**src/rtl/level_drop_sched.sv**
```systemverilog
`default_nettype none
// ============================================================================
// Module   : level_drop_sched
// Brief    : Game-state FSM that schedules piece drops (gravity and soft drop)
//            and tracks cleared lines and the current level.
// Revision : 1.0 - initial release
// ============================================================================
module level_drop_sched #(
    parameter int LINES_PER_LEVEL  = 10,
    parameter int MAX_LEVEL        = 15,
    parameter int SOFT_DROP_PERIOD = 2_000_000
) (
    input  logic        clk,
    input  logic        rst_n_i,
    input  logic        game_start_i,
    input  logic        game_over_i,
    input  logic        pause_i,
    input  logic        sys_event_i,
    input  logic        soft_drop_i,
    input  logic        lines_valid_i,
    input  logic [2:0]  lines_cleared_i,
    input  logic        drop_ack_i,
    output logic        drop_req_o,
    output logic        gen_srst_o,
    output logic        level_changed_o,
    output logic [3:0]  level_o,
    output logic [15:0] lines_total_o
);

    localparam logic [23:0] c_soft_last = 24'(SOFT_DROP_PERIOD - 1);
    localparam logic [6:0]  c_lpl       = 7'(LINES_PER_LEVEL);
    localparam logic [3:0]  c_max_level = 4'(MAX_LEVEL);

    typedef enum logic [1:0] {
        S_IDLE   = 2'd0,
        S_RUN    = 2'd1,
        S_PAUSED = 2'd2
    } state_t;

    state_t      r_state;
    logic [23:0] r_soft_cnt;
    logic [6:0]  r_lines_in_level;
    logic        r_drop_req;
    logic        r_gen_srst;
    logic        r_level_changed;
    logic [3:0]  r_level;
    logic [15:0] r_lines_total;

    state_t      w_next_state;
    logic        w_run;
    logic        w_active;
    logic        w_soft_tick;
    logic        w_tick;
    logic        w_lines_en;
    logic [2:0]  w_clr;
    logic [6:0]  w_lil_sum;
    logic [6:0]  w_lil_wrap;
    logic        w_level_up;
    logic [16:0] w_total_sum;

    assign w_run       = (r_state == S_RUN);
    assign w_active    = (r_state != S_IDLE);
    assign w_soft_tick = w_run & soft_drop_i & (r_soft_cnt == c_soft_last);
    // Gravity and soft ticks merge into a single drop request.
    assign w_tick      = w_run & (sys_event_i | w_soft_tick);
    assign w_lines_en  = w_active & ~game_over_i & lines_valid_i;
    assign w_clr       = (lines_cleared_i > 3'd4) ? 3'd4 : lines_cleared_i;
    assign w_lil_sum   = r_lines_in_level + {4'd0, w_clr};
    assign w_lil_wrap  = w_lil_sum - c_lpl;
    assign w_level_up  = (w_lil_sum >= c_lpl);
    assign w_total_sum = {1'b0, r_lines_total} + {14'd0, w_clr};

    always_comb begin
        w_next_state = r_state;
        if (w_active && game_over_i) begin
            w_next_state = S_IDLE;
        end else begin
            case (r_state)
                S_IDLE:   if (game_start_i) w_next_state = S_RUN;
                S_RUN:    if (pause_i)      w_next_state = S_PAUSED;
                S_PAUSED: if (!pause_i)     w_next_state = S_RUN;
                default:                    w_next_state = S_IDLE;
            endcase
        end
    end

    always_ff @(posedge clk or negedge rst_n_i) begin
        if (!rst_n_i) begin
            r_state          <= S_IDLE;
            r_soft_cnt       <= 24'd0;
            r_lines_in_level <= 7'd0;
            r_drop_req       <= 1'b0;
            r_gen_srst       <= 1'b1;
            r_level_changed  <= 1'b0;
            r_level          <= 4'd0;
            r_lines_total    <= 16'd0;
        end else begin
            r_state         <= w_next_state;
            r_gen_srst      <= (w_next_state == S_IDLE);
            r_level_changed <= 1'b0;

            if (!soft_drop_i) begin
                r_soft_cnt <= 24'd0;
            end else if (w_run) begin
                r_soft_cnt <= w_soft_tick ? 24'd0 : r_soft_cnt + 24'd1;
            end

            // A tick in the handshake cycle re-arms the request.
            if (w_next_state == S_IDLE) begin
                r_drop_req <= 1'b0;
            end else if (w_tick) begin
                r_drop_req <= 1'b1;
            end else if (r_drop_req && drop_ack_i) begin
                r_drop_req <= 1'b0;
            end

            if ((r_state == S_IDLE) && game_start_i) begin
                r_level          <= 4'd0;
                r_lines_total    <= 16'd0;
                r_lines_in_level <= 7'd0;
                r_soft_cnt       <= 24'd0;
            end else if (w_lines_en) begin
                r_lines_total <= w_total_sum[16] ? 16'hFFFF : w_total_sum[15:0];
                if (w_level_up) begin
                    r_lines_in_level <= w_lil_wrap;
                    if (r_level < c_max_level) begin
                        r_level         <= r_level + 4'd1;
                        r_level_changed <= 1'b1;
                    end
                end else begin
                    r_lines_in_level <= w_lil_sum;
                end
            end
        end
    end

    assign drop_req_o      = r_drop_req;
    assign gen_srst_o      = r_gen_srst;
    assign level_changed_o = r_level_changed;
    assign level_o         = r_level;
    assign lines_total_o   = r_lines_total;

endmodule
`default_nettype wire
```
**config.mk**
```make
export PLATFORM = sky130hd
export DESIGN_NAME = level_drop_sched
export DESIGN_NICKNAME = d
export VERILOG_FILES = /design/src/rtl/level_drop_sched.sv
export SDC_FILE = /design/constraint.sdc
export NUM_CORES = 1
export LEC_CHECK = 0
export ABC_AREA = 0
export BUFFER_PORTS_ARGS = -buffer_cell sky130_fd_sc_hd__buf_2
export CAP_MARGIN = 0
export CORE_MARGIN = 2
export CORE_UTILIZATION = 54
export CTS_CLUSTER_DIAMETER = 40
export DETAILED_ROUTE_END_ITERATION = 16
export HOLD_SLACK_MARGIN = 0.15
export PLACE_DENSITY = 0.79
export SLEW_MARGIN = 20
export SYNTH_ARGS = -nofsm -noshare
export SYNTH_HDL_FRONTEND = slang
export SYNTH_SLANG_ARGS = --single-unit
```
**constraint.sdc**
```tcl
create_clock -name clk -period 6.8 [get_ports clk]
set_input_delay 2.04 -clock clk [delete_from_list [all_inputs] [get_ports clk]]
set_output_delay 2.04 -clock clk [all_outputs]
set_load 0.1 [all_outputs]
```
# Word-level counts from Yosys, hierarchy flattened

Index checks and enable logic that the tools add are counted.

$add $sub $neg: 5
Reductions and logical operators: 11
Magnitude comparators: 3
Bitwise logic cells: 7
Muxes and demuxes: 27
Equality and inequality tests: 4

Operators with widths:

| operator                | count |
|---|---|
| $mux W24                | 4 |
| $mux W16                | 3 |
| $add A24 B1 Y24 const B | 1 |
| $eq A24 B21 Y1 const B  | 1 |
| $mux W7                 | 3 |
| $add A16 B3 Y17         | 1 |
| $mux W4                 | 4 |
| $mux W2                 | 4 |
| $reduce_bool A2 Y1      | 4 |
| $add A7 B3 Y7           | 1 |
| $ge A7 B4 Y1 const B    | 1 |
| $mux W1                 | 7 |
| $sub A7 B4 Y7 const B   | 1 |
| $pmux W2 S3             | 1 |
| $and A1 B1 Y1           | 5 |
| $add A4 B1 Y4 const B   | 1 |
| $logic_not A2 Y1        | 2 |
| $lt A4 B4 Y1 const B    | 1 |
| $gt A3 B3 Y1 const B    | 1 |
| $logic_and A1 B1 Y1     | 3 |
| $mux W3                 | 1 |
| $ne A3 B1 Y1 const B    | 1 |
| $reduce_and A3 Y1       | 1 |
| $reduce_bool A3 Y1      | 1 |
| 4 further kinds         | 4 |

Bits in registers: 56

# Depth between registers and ports, before layout

Word-level depth: 7
Depth in mapped cells: 11
Mapped depth without buffers: 10

# Least setup slack after synthesis

Ideal clock, no wire load.

Kind: in2reg
Start: input port lines_cleared_i[0]
End: register r_lines_in_level[6]
Stages on the path: 11
Setup time: 0.121 ns
Path slack: 2.288 ns
Buffers on the path: 1
Arrival time: 4.391 ns
Path through: nor2b_1 > ha_1 > fa_1 > xnor2_1 > ha_1 > a211oi_1 > nor4_1 > nand3_1 > buf_2 > nor3b_1 > o22a_1

Cells in the longest elaborated chain, start to end: 7

RTL lines:

| what                                          | RTL line | RTL |
|---|---|---|
| start: declaration                            | 21       | `input logic [2:0] lines_cleared_i,` |
| $gt A3 B3 Y1                                  | 67       | `assign w_clr = (lines_cleared_i > 3'd4) ? 3'd4 : lines_cleared_i;` |
| $mux W3 *                                     | 67       |  |
| $add A7 B3 Y7 *                               | 68       | `assign w_lil_sum = r_lines_in_level + {4'd0, w_clr};` |
| $sub A7 B4 Y7 or $ge A7 B4 Y1 (tied branches) | 69, 70   |  |
| $mux W7 *                                     | 124      | `if (w_level_up) begin` |
| $mux W7 *                                     | 122      | `end else if (w_lines_en) begin` |
| $mux W7 *                                     | 117      | `if ((r_state == S_IDLE) && game_start_i) begin` |
| end signal: assignment                        | 125      | `r_lines_in_level <= w_lil_wrap;` |
| end signal: assignment                        | 131      | `r_lines_in_level <= w_lil_sum;` |
| end: declaration                              | 42       | `logic [6:0] r_lines_in_level;` |

Every way passes the cells marked *; elsewhere a longest branch is shown, timed or not. The select of a mux whose other input is x is not followed.
A chain may end at the register's enable or synchronous reset.

# Worst setup path after layout

Start: input port lines_cleared_i[0]
End: register r_level[0], in the netlist level_o[0]

Cells in the longest elaborated chain, start to end: 6

RTL lines:

| what                           | RTL line | RTL |
|---|---|---|
| $gt A3 B3 Y1                   | 67       |  |
| $mux W3 *                      | 67       |  |
| $add A7 B3 Y7 *                | 68       |  |
| $ge A7 B4 Y1 *                 | 70       | `assign w_level_up = (w_lil_sum >= c_lpl);` |
| $reduce_bool A2 Y1 (no line) * | -        |  |
| $reduce_and A3 Y1 (no line) *  | -        |  |
| end signal: assignment         | 127      | `r_level <= r_level + 4'd1;` |
| end: declaration               | 46       | `logic [3:0] r_level;` |

Every way passes the cells marked *; elsewhere a longest branch is shown, timed or not.

==> results by stage <==
Layout:
- Compared with the post-synthesis result, the final layout area differs by 9.09%.
- The ratio of cells with drive above 1 in the final layout is a little under an eighth.
- The number of antenna diodes in the final layout is 0.
- The count of cells in the finished layout, fillers not included, comes to 500.
- The number of inserted filler cells in the final layout is a little over 500.
- The final layout contains ~450 nets.
- The finished cells cover between 0.003 and 0.004 sq mm.

Floorplan:
- The die is between 80 and 90 um tall.
- The die covers 0.00694 sq mm.
- The core box area is roughly 0.0060 sq mm.
- The number of top-level pins is 35.
- The floorplan has 28 rows.
- From left edge to right edge, the die measures around 83 um.
- Once the floorplan was initialized, standard cells occupied a little under three fifths of the core.

Setup path:
- The largest individual stage delay along the critical path comes from the cell sky130_fd_sc_hd__fa_1.
- The critical path capture point type is a register.
- The maximum fanout along the worst path is 12.
- The worst endpoint data arrival time is 5.12 ns.
- The cell count of the worst reg-to-reg path is 9.
- The critical setup path kind is in2reg.
- For the worst setup path, the data required time is approximately 7.0 ns.
- The largest stage delay on the critical path is 0.46 ns.
- The signal on the critical path passes through buf_2 -> nor2b_1 -> ha_1 -> fa_1 -> xnor2_1 -> ha_1 -> a211oi_1 -> nor4_1 -> nand3_1 -> nand3_1 -> mux2i_1.
- The startpoint type of the worst setup path is an input pin.

Routing:
- After detailed routing, the number of remaining DRC violations is 0.
- The count of vias placed by the detailed router is between 3000 and 4000.
- The first-pass iteration count of the detailed router is 5.
- The post-detailed-route count of antenna-violating nets is 0.
- For this block, the initial DRC count from the detailed router was between 200 and 300.
- The average wire per cell in the routed design is about 15 um.
- Wires add up to about 7600 um.
- In the routed layout, each cell is associated on average with a via count of about 6.3.

Clocking:
- The longest clock path from root to sink contains 2 buffers.
- In this run the post-CTS setup repair buffer count came out at 0.
- The later pin in the worst-skew pair is clocked with a latency of roughly 0.31 ns.
- The number of buffers added to fix hold violations after cts is 0.
- The buffer type at the clock tree root is sky130_fd_sc_hd__clkbuf_8.
- The clock net sink count is 56.
- The total clock buffers created by CTS is 5.
- The H-tree was split into 2 levels.
- Clock-pin slew was measured on the worst setup and hold paths at 0.10 ns.
- In this run, post-CTS repair resized a total of 0 instances.
- TritonCTS built the clock tree.

Synthesis:
- The parity-gate share of the synthesized area counting xor and xnor cells is 1.55%.
- The number of distinct library cells after synthesis is between 50 and 60.
- The share of async-settable or async-resettable flops after synthesis is 100%.
- The netlist area before placement is around 0.0034 sq mm.
- Counting every net in the synthesized netlist gives 420.
- The synthesized netlist devotes 22.9% of its cell area to compound gates.
- The synthesized area per cell is roughly 8.6 sq um.
- In the synthesized netlist the dominant register cell turns out to be sky130_fd_sc_hd__dfrtp_1.
- The proportion of synthesized area in mux cells is roughly 1.5%.
- In this run, synthesis inferred 0 flip-flops with an integrated enable.
- Summing the areas of all and, or, nand and nor instances in the mapped netlist gives approximately a quarter of the synthesized area.
- Synthesis handed over a netlist of around 400 instances.
- The synthesis-stage register bit count is 56.
- The share of the yosys chip area belonging to registers is 41.3%.
- The adder and majority gate portion of the synthesized area is under 10%.
- The Yosys step of the flow raised 0 warnings.
- After synthesis, the largest family of logic cells by area is simple AND/OR/NAND/NOR gates.

Placement:
- Once placement finished, the instance area stood at 0.00360 sq mm.
- Including well taps, the total number of placed cells is 492.
- The final estimated routing congestion in global placement is a little under 1.
- The worst setup timing slack at the placement stage is 1.69 ns.
- The quantity of I/O buffers inserted on ports is 34.
- After legalization and detailed placement, the total HPWL measured 5190 um.

Status:
- The flow ran to the end, and the final reports show no timing, DRC or antenna violations.

Global route:
- The global-route congestion overflow total is 0.
- The via count of the first global-routing pass is between 2000 and 3000.
- The largest net degree at the start of global routing is 57.
- The number of antenna violations at the first check in global routing is 0.
- The first-pass GRT wire length is approximately 13000 um.
- The overall global routing resource usage is between 20% and 30%.

Worst hold path:
- Counting instances, the worst hold path has a depth of 1.
- The worst hold-check path type is reg2reg.

STA:
- Setup repair after global routing left no endpoint under its margin.
- The final critical path time including I/O delays and setup is around 5 ns.
- Setup violations remaining at the end of the flow were counted as 0.
- The clock skew after layout is between 0.01 and 0.015 ns.
- Static timing analysis puts the maximum clock frequency at between 200 and 250 MHz.
- Adding up every negative setup slack in the final design gives 0 ns.
- The count of pins over their slew limit is 0.
- Setup slack on the critical path of the routed design comes to 1.92 ns.
- The count of final hold-check violations is 0.
- The transition time at the pin with the least slew margin is approximately 0.81 ns.
- The max-slew headroom at the worst pin is 46.0%.
- Of the available clock period, the critical path in the final layout requires between 70% and 80%.

Power and ir drop:
- The leakage power total is around 1.7 nW.
- The power density over the cells is approximately 340 mW/mm^2.
- Overall power consumption after layout is estimated at 1.25 mW.
- Across the VDD grid, the largest voltage drop is ~0.26 mV.

Job:
- The tool flagged a number of max-cap violations equal to 0.
[cell type report]
type                            instances  area (sq um)  area share, %
Clock buffer                            6          72.6           1.96
Clock inverter                          2          35.0          0.945
Inverter                               15          56.3           1.52
Multi-Input combinational cell        309          1850           50.0
Sequential cell                        56          1400           37.8
Tap cell                               75          93.8           2.53
Timing Repair Buffer                   37           193           5.20
[metrics by stage]
stage	hold WS [ns]	utilization, %
6_report	0.506	61.9
5_1_grt	0.534	61.9
4_1_cts	0.503	61.9
3_5_place_dp	0.483	60.1
3_3_place_gp	0.484	60.1
2_1_floorplan	0.451	-
[layer usage]
metal  routed length (um)  GRT usage (%)
met3                  370           3.18
met4                   86           5.51
met1                 3650           33.0
met2                 3480           33.6
met5                    0              0
[layout by cell type, fill, tap and decap left out, types with 5 or more instances in the layout]
cell	count
sky130_fd_sc_hd__nand3_1	29
sky130_fd_sc_hd__mux2i_1	5
sky130_fd_sc_hd__a211oi_1	9
sky130_fd_sc_hd__a31oi_1	10
sky130_fd_sc_hd__nand2_1	45
sky130_fd_sc_hd__and3_1	13
sky130_fd_sc_hd__clkbuf_8	5
sky130_fd_sc_hd__buf_2	34
sky130_fd_sc_hd__inv_1	14
sky130_fd_sc_hd__nor2_1	27
sky130_fd_sc_hd__dfrtp_1	55
sky130_fd_sc_hd__o21ai_0	42
sky130_fd_sc_hd__o31ai_1	9
sky130_fd_sc_hd__a21oi_1	25
sky130_fd_sc_hd__nand4_1	6
sky130_fd_sc_hd__nor3_1	15
sky130_fd_sc_hd__ha_1	9
[cell usage after synthesis (2+ instances only)]
cell                       count  share of area, %
sky130_fd_sc_hd__nor3b_1       4              0.88
sky130_fd_sc_hd__inv_1        14               1.5
sky130_fd_sc_hd__o31ai_1       9               2.0
sky130_fd_sc_hd__mux2i_1       5               1.5
sky130_fd_sc_hd__and2_1        3              0.55
sky130_fd_sc_hd__nor2b_1       3              0.55
sky130_fd_sc_hd__a21o_1        4              0.88
sky130_fd_sc_hd__o21ai_0      42               6.2
sky130_fd_sc_hd__nor3_1       15               2.2
sky130_fd_sc_hd__a211oi_1      9               2.0
sky130_fd_sc_hd__a31oi_1      10               1.8
sky130_fd_sc_hd__o41ai_1       3              0.77
sky130_fd_sc_hd__nor2_1       27               3.0
sky130_fd_sc_hd__xor2_1        3              0.77
sky130_fd_sc_hd__ha_1          9               3.3
sky130_fd_sc_hd__xnor2_1       3              0.77
sky130_fd_sc_hd__nand4_1       6               1.1
sky130_fd_sc_hd__a22o_1        4               1.0
sky130_fd_sc_hd__nand2_1      45               5.0
sky130_fd_sc_hd__nand2b_1      3              0.55
sky130_fd_sc_hd__buf_2         4              0.59
sky130_fd_sc_hd__fa_1          2               1.2
sky130_fd_sc_hd__a311oi_1      2              0.52
sky130_fd_sc_hd__a21oi_1      25               3.7
sky130_fd_sc_hd__nor4_1        3              0.55
sky130_fd_sc_hd__and3_1       13               2.4
sky130_fd_sc_hd__buf_4         2              0.44
sky130_fd_sc_hd__clkbuf_1      9              0.99
sky130_fd_sc_hd__or3_1         3              0.55
sky130_fd_sc_hd__dfrtp_1      55                41
sky130_fd_sc_hd__nand3_1      29               4.3
sky130_fd_sc_hd__or4b_1        2              0.59
[worst max-delay path: cells and delay by family]
family	cells	cell delay, ns
xor gates and xnor gates	1	0.37
and+or+nand+nor	4	1.30
adders and majority gates	3	1.00
muxes	1	0.23
buffers and inverters	1	0.10
AOI/OAI and AO/OA	1	0.07
[registers in the layout (all words and copies together), names as in the netlist]
| register | count |
|---|---|
| r_lines_in_level | 7 |
| r_soft_cnt | 24 |
| drop_req_o | 1 |
| r_state | 2 |
| level_changed_o | 1 |
| level_o | 4 |
| gen_srst_o | 1 |
| lines_total_o | 16 |
[path summary, 6_finish.rpt]
path                                     start        endpoint  slack [ns]
max                         lines_cleared_i[0]      level_o[0]        1.92
min                             r_soft_cnt[11]  r_soft_cnt[11]        0.51
max in group asynchronous              rst_n_i  r_soft_cnt[11]        4.48
min in group asynchronous              rst_n_i  r_soft_cnt[16]        1.86
min reg2reg                     r_soft_cnt[11]  r_soft_cnt[11]        0.51
max reg2reg                r_lines_in_level[0]      level_o[0]        3.48
[power breakdown]
part	internal [mW]	leakage, nW	total, mW	switching, mW
combinational	0.166	0.873	0.585	0.420
sequential	0.382	0.763	0.443	0.0614
clock	0.110	0.0552	0.218	0.108
total	0.657	1.69	1.25	0.589
[logic make-up (layout without fill, tap and decap cells)]
group,count (synthesis),after routing
DFF,56,56
buffers and inverters,32,60
adders and majority gates,11,11
AOI/OAI and AO/OA,123,123
xor gates and xnor gates,6,6
muxes,5,5
and+or+nand+nor,164,164
Note: power is estimated with default switching activity, not from simulation.
